**config.mk**
```make
export PLATFORM = sky130hd
export DESIGN_NAME = floo_mcast_fork_ctrl
export DESIGN_NICKNAME = d
export VERILOG_FILES = /design/src/rtl/floo_mcast_fork_ctrl.sv
export SDC_FILE = /design/constraint.sdc
export NUM_CORES = 1
export LEC_CHECK = 0
export BUFFER_PORTS_ARGS = -buffer_cell sky130_fd_sc_hd__buf_2
export CORE_MARGIN = 2
export CORE_UTILIZATION = 45
export CTS_CLUSTER_DIAMETER = 200
export DETAILED_ROUTE_END_ITERATION = 8
export PLACE_DENSITY = 0.76
export RECOVER_POWER = 100
export SLEW_MARGIN = 0
export SYNTH_ARGS = -nofsm -noshare
export SYNTH_HDL_FRONTEND = slang
export SYNTH_SLANG_ARGS = --single-unit
```
**constraint.sdc**
```tcl
create_clock -name clk_i -period 5.1 [get_ports clk_i]
set_input_delay 1.275 -clock clk_i [delete_from_list [all_inputs] [get_ports clk_i]]
set_output_delay 1.275 -clock clk_i [all_outputs]
set_load 0.03 [all_outputs]
```
**src/rtl/floo_mcast_fork_ctrl.sv**
```systemverilog
// floo_mcast_fork_ctrl: wormhole fork control; unicast or multicast with exactly-once delivery per direction.
// Define FLOO_MCAST_FORK_STALL_CNT_EN to add the saturating stall counter output stall_cnt_o.
module floo_mcast_fork_ctrl #(
    parameter int unsigned NumOutputs = 5,
    parameter int unsigned CntWidth   = 16
) (
    input  logic                  clk_i,
    input  logic                  rst_i,
    input  logic                  valid_i,
    output logic                  ready_o,
    input  logic                  mcast_i,
    input  logic                  last_i,
    input  logic [NumOutputs-1:0] route_mask_i,
    output logic [NumOutputs-1:0] valid_o,
    input  logic [NumOutputs-1:0] ready_i,
    output logic [NumOutputs-1:0] done_mask_o,
    output logic                  busy_o,
    output logic                  err_o
`ifdef FLOO_MCAST_FORK_STALL_CNT_EN
    ,
    output logic [CntWidth-1:0]   stall_cnt_o
`endif
);
    typedef enum logic {IDLE, LOCKED} state_e;
    state_e                state_q, state_d;
    logic [NumOutputs-1:0] lock_mask_q, lock_mask_d, done_q, done_d, mask, acc;
    logic                  lock_mcast_q, lock_mcast_d, mcast, empty, hs;

    always_comb begin
        mask         = (state_q == LOCKED) ? lock_mask_q : route_mask_i;
        mcast        = (state_q == LOCKED) ? lock_mcast_q : mcast_i;
        empty        = ~|mask;
        valid_o      = {NumOutputs{valid_i}} & mask & ~(mcast ? done_q : '0);
        acc          = ready_i & valid_o;
        // an empty-mask flit is consumed and dropped so it cannot block the port
        ready_o      = (valid_i & empty) | (mcast ? &(acc | ~mask | done_q) : |acc);
        err_o        = valid_i & empty;
        hs           = valid_i & ready_o;
        done_d       = ready_o ? '0 : done_q | acc;
        state_d      = state_q;
        lock_mask_d  = lock_mask_q;
        lock_mcast_d = lock_mcast_q;
        if (hs && state_q == IDLE && !last_i) begin
            state_d      = LOCKED;
            lock_mask_d  = route_mask_i;
            lock_mcast_d = mcast_i;
        end else if (hs && state_q == LOCKED && last_i) begin
            state_d = IDLE;
        end
    end

    always_ff @(posedge clk_i) begin
        if (rst_i) begin
            state_q      <= IDLE;
            lock_mask_q  <= '0;
            lock_mcast_q <= 1'b0;
            done_q       <= '0;
        end else begin
            state_q      <= state_d;
            lock_mask_q  <= lock_mask_d;
            lock_mcast_q <= lock_mcast_d;
            done_q       <= done_d;
        end
    end

    assign done_mask_o = done_q;
    assign busy_o      = (state_q == LOCKED);

`ifdef FLOO_MCAST_FORK_STALL_CNT_EN
    logic [CntWidth-1:0] stall_q, stall_d;

    always_comb stall_d = (valid_i && !ready_o && !(&stall_q)) ? stall_q + 1'b1 : stall_q;

    always_ff @(posedge clk_i) begin
        if (rst_i) stall_q <= '0;
        else       stall_q <= stall_d;
    end

    assign stall_cnt_o = stall_q;
`endif
endmodule
```
==> impl_metrics.yaml <==
outcome:
  status: "complete, but fails checks"
  violations: "max-capacitance violations, max-slew violations"
clocking:
  ctsLongestPathBuffers: 2
  cts_resized: 0
  htreeDepth: 1
  clk_pin_slew_worst_paths_ps: 80
  clock-root-buffer: "clkbuf_4"
  clkSinkCount: 12
  worstSkewPairLatency_ps: 280
  cts_made_buffers: 3
  cts_tree: "built"
  postCtsHoldBufs: 0
  post_cts_buffers: 0
timing:
  fmax_ghz: 0.219
  finalSetupViolations: 0
  period_minus_slack_ps: 4570
  worstMarginPinSlew_ps: 1600
  drv_slew: 7
  finalSetupTns_ps: 0
  hold_ws_ps: 497
  fin_skew_ps: 2.47
  rsz0062_at_grt: "no"
  hold_viol: 0
  fin_crit_sh: 0.897
  slew_headroom: -0.0760
global_route:
  grt_max_degree: 17
  antenna_found_initial: 0
  grt_pass1_vias: 885
  track_usage: 0.224
  grt.overflow.total: 0
  grt_pass1_wl_um: 4060
placement:
  portBuffers: 27
  gp_congestion: 0.838
  dpl.cell_count: 157
  hpwlAfterDp_um: 1840
critical_path:
  path_max_fanout: 14
  critPathKind: "input pin to output port"
  cp-start-kind: "input pin"
  cp_num_buf_inv: 2
  max_stage_delay_ps: 510
  path_cells: "clkbuf_1 > nand2b_1 > or4_1 > nand3_1 > nor4_1 > nor2_1 > clkbuf_1"
  cp.required_ps: 3830
  cpMostUsedCell: "clkbuf_1"
  reg2reg_slack_ps: 1820
  regToRegEndpoint: "lock_mask_q[2]"
  cp.arrival_ps: 3300
  cp-end-kind: "output port"
  r2r_start: "busy_o"
  cp_slowest_cell: "or4_1"
  crit_family: "simple AND/OR/NAND/NOR gates"
  r2r_cells: 6
min_path:
  hold_class: "register to register"
  min_path_cells: 2
  min_from: "lock_mask_q[4]"
  min_to: "lock_mask_q[4]"
floorplanning:
  io_pins: 28
  die_h_um: 48.4
  fp.dieW_um: 48.4
  start_util: 0.466
  dieArea_sq_mm: 0.00234
  rows: 16
  fp.coreArea_sq_mm: 0.00190
finish:
  antenna_cells: 0
  fin_nets: 150
  area_growth_pct: 14.5
  final_cells: 161
  drive_gt1_frac: 0.194
detailed_routing:
  drt_pre_antenna_iters: 5
  remaining_drc_errors: 0
  routedWlPerCell_um: 15.4
  final_antenna_net_count: 0
  post_drt_via_cell_ratio: 5.86
  vias: 943
  routed_wl_um: 2470
  drt_iter0_drc: 64
synthesis:
  synth_commonest_cells: "nand2_1, dfxtp_1, nor2_1"
  synth.ff_latch_count: 12
  synthArstFlopShare: 0
  synth.net_count: 121
  ys_seq_area_frac: 0.271
  syn_avg_cell_area_sq_um: 8.37
  synth_edf_count: 0
  syn-cell-area_sq_um: 887
  yosysWarningCount: 0
  synth_top_area_share: 0.271
  synth_area_leaders: "dfxtp_1, mux2i_1, nand2_1"
  postSynthCellCount: 106
  ys.flop_type: "dfxtp_1"
  netlist-cell-type-count: 33
  synth_most_common_cell: "nand2_1"
  yosys.area.top_type: "dfxtp_1"
power_and_ir_drop:
  power.switching_w: 0.000108
  p_sw_frac: 0.381
  power_frac_seq: 0.388
  powerDensity_mw_per_mm2: 279
  power_frac_comb: 0.337
  intPower_w: 0.000176
  clkPwrFrac: 0.275
  ir_drop_uv: 169
  power.leakage_nw: 0.369
run:
  maxCapViolations: 1
-- stage by stage --
step	util	instance area, sq um	total power (W)	setup WS (ps)
after detailed placement	0.545	1040	0.000215	875
after CTS	0.564	1070	0.000291	873
after global placement	0.545	1040	0.000212	931
after floorplan	-	887	0.000186	796
final	0.534	1020	0.000284	526
after global routing	0.534	1020	0.000300	390
-- per-layer routing --
metal / global-route usage / share of wire / wire length [um]
met5: 0 / 0 / 0
met4: 0.105 / 0.024 / 59
met3: 0.0340 / 0.083 / 205
met2: 0.387 / 0.47 / 1170
met1: 0.273 / 0.42 / 1040
-- cells in the final DEF (no fill, tap or decap), types with 2 or more instances in the layout --
cell type  instances
and2_1             3
mux2_1             2
nor3_1             5
a21oi_1            5
clkbuf_4           3
mux2i_1           10
dfxtp_1           12
nor2_1            11
nor4_1             2
clkbuf_1          14
inv_1              2
o22ai_2            2
buf_2             13
a32oi_1            3
nand2_1           26
a21boi_0           2
a211oi_2           2
-- tightest hold or removal path: stages, from the launching register on --
cell	delay, ps
dfxtp_1	340
nand2_1	60
mux2i_1	50
-- power by group through the flow --
stage                     sequential (W)  combinational (W)   clock, W
after global placement          0.000112          0.0000999          0
final                           0.000110          0.0000958  0.0000781
after floorplan                 0.000112          0.0000741          0
after detailed placement        0.000112           0.000103          0
after global routing            0.000111           0.000103  0.0000862
after CTS                       0.000110           0.000104  0.0000780
-- area by class of cell --
| class | instances | area, sq um |
|---|---|---|
| Fill cell | 205 | 886 |
| Multi-Input combinational cell | 88 | 577 |
| Sequential cell | 12 | 240 |
| Timing Repair Buffer | 27 | 118 |
| Clock buffer | 4 | 36.3 |
| Tap cell | 27 | 33.8 |
| Inverter | 3 | 11.3 |
-- logic make-up (layout without fill, tap and decap cells) --
kind of cell           after synthesis  in the layout  synth area share
AND/OR/NAND/NOR                     55             55             0.324
AO/OA/AOI/OAI                       21             21             0.231
multiplexers                        12             12             0.138
flip-flops                          12             12             0.271
buffers and inverters                6             34            0.0352
-- sequential cells by signal, summed over array words and instances, names as in the netlist --
register      flops
lock_mcast_q      1
lock_mask_q       5
busy_o            1
done_mask_o       5
-- worst max-delay path by stage --
stage	startpoint	end	slack, ps	cells past startpoint
2_1_floorplan	route_mask_i[1]	ready_o	800	5
3_3_place_gp	route_mask_i[1]	ready_o	930	7
3_5_place_dp	valid_i	ready_o	870	7
4_1_cts	valid_i	ready_o	870	7
5_1_grt	valid_i	ready_o	390	7
6_report	valid_i	ready_o	530	7
(Power assumes the default switching activity.)
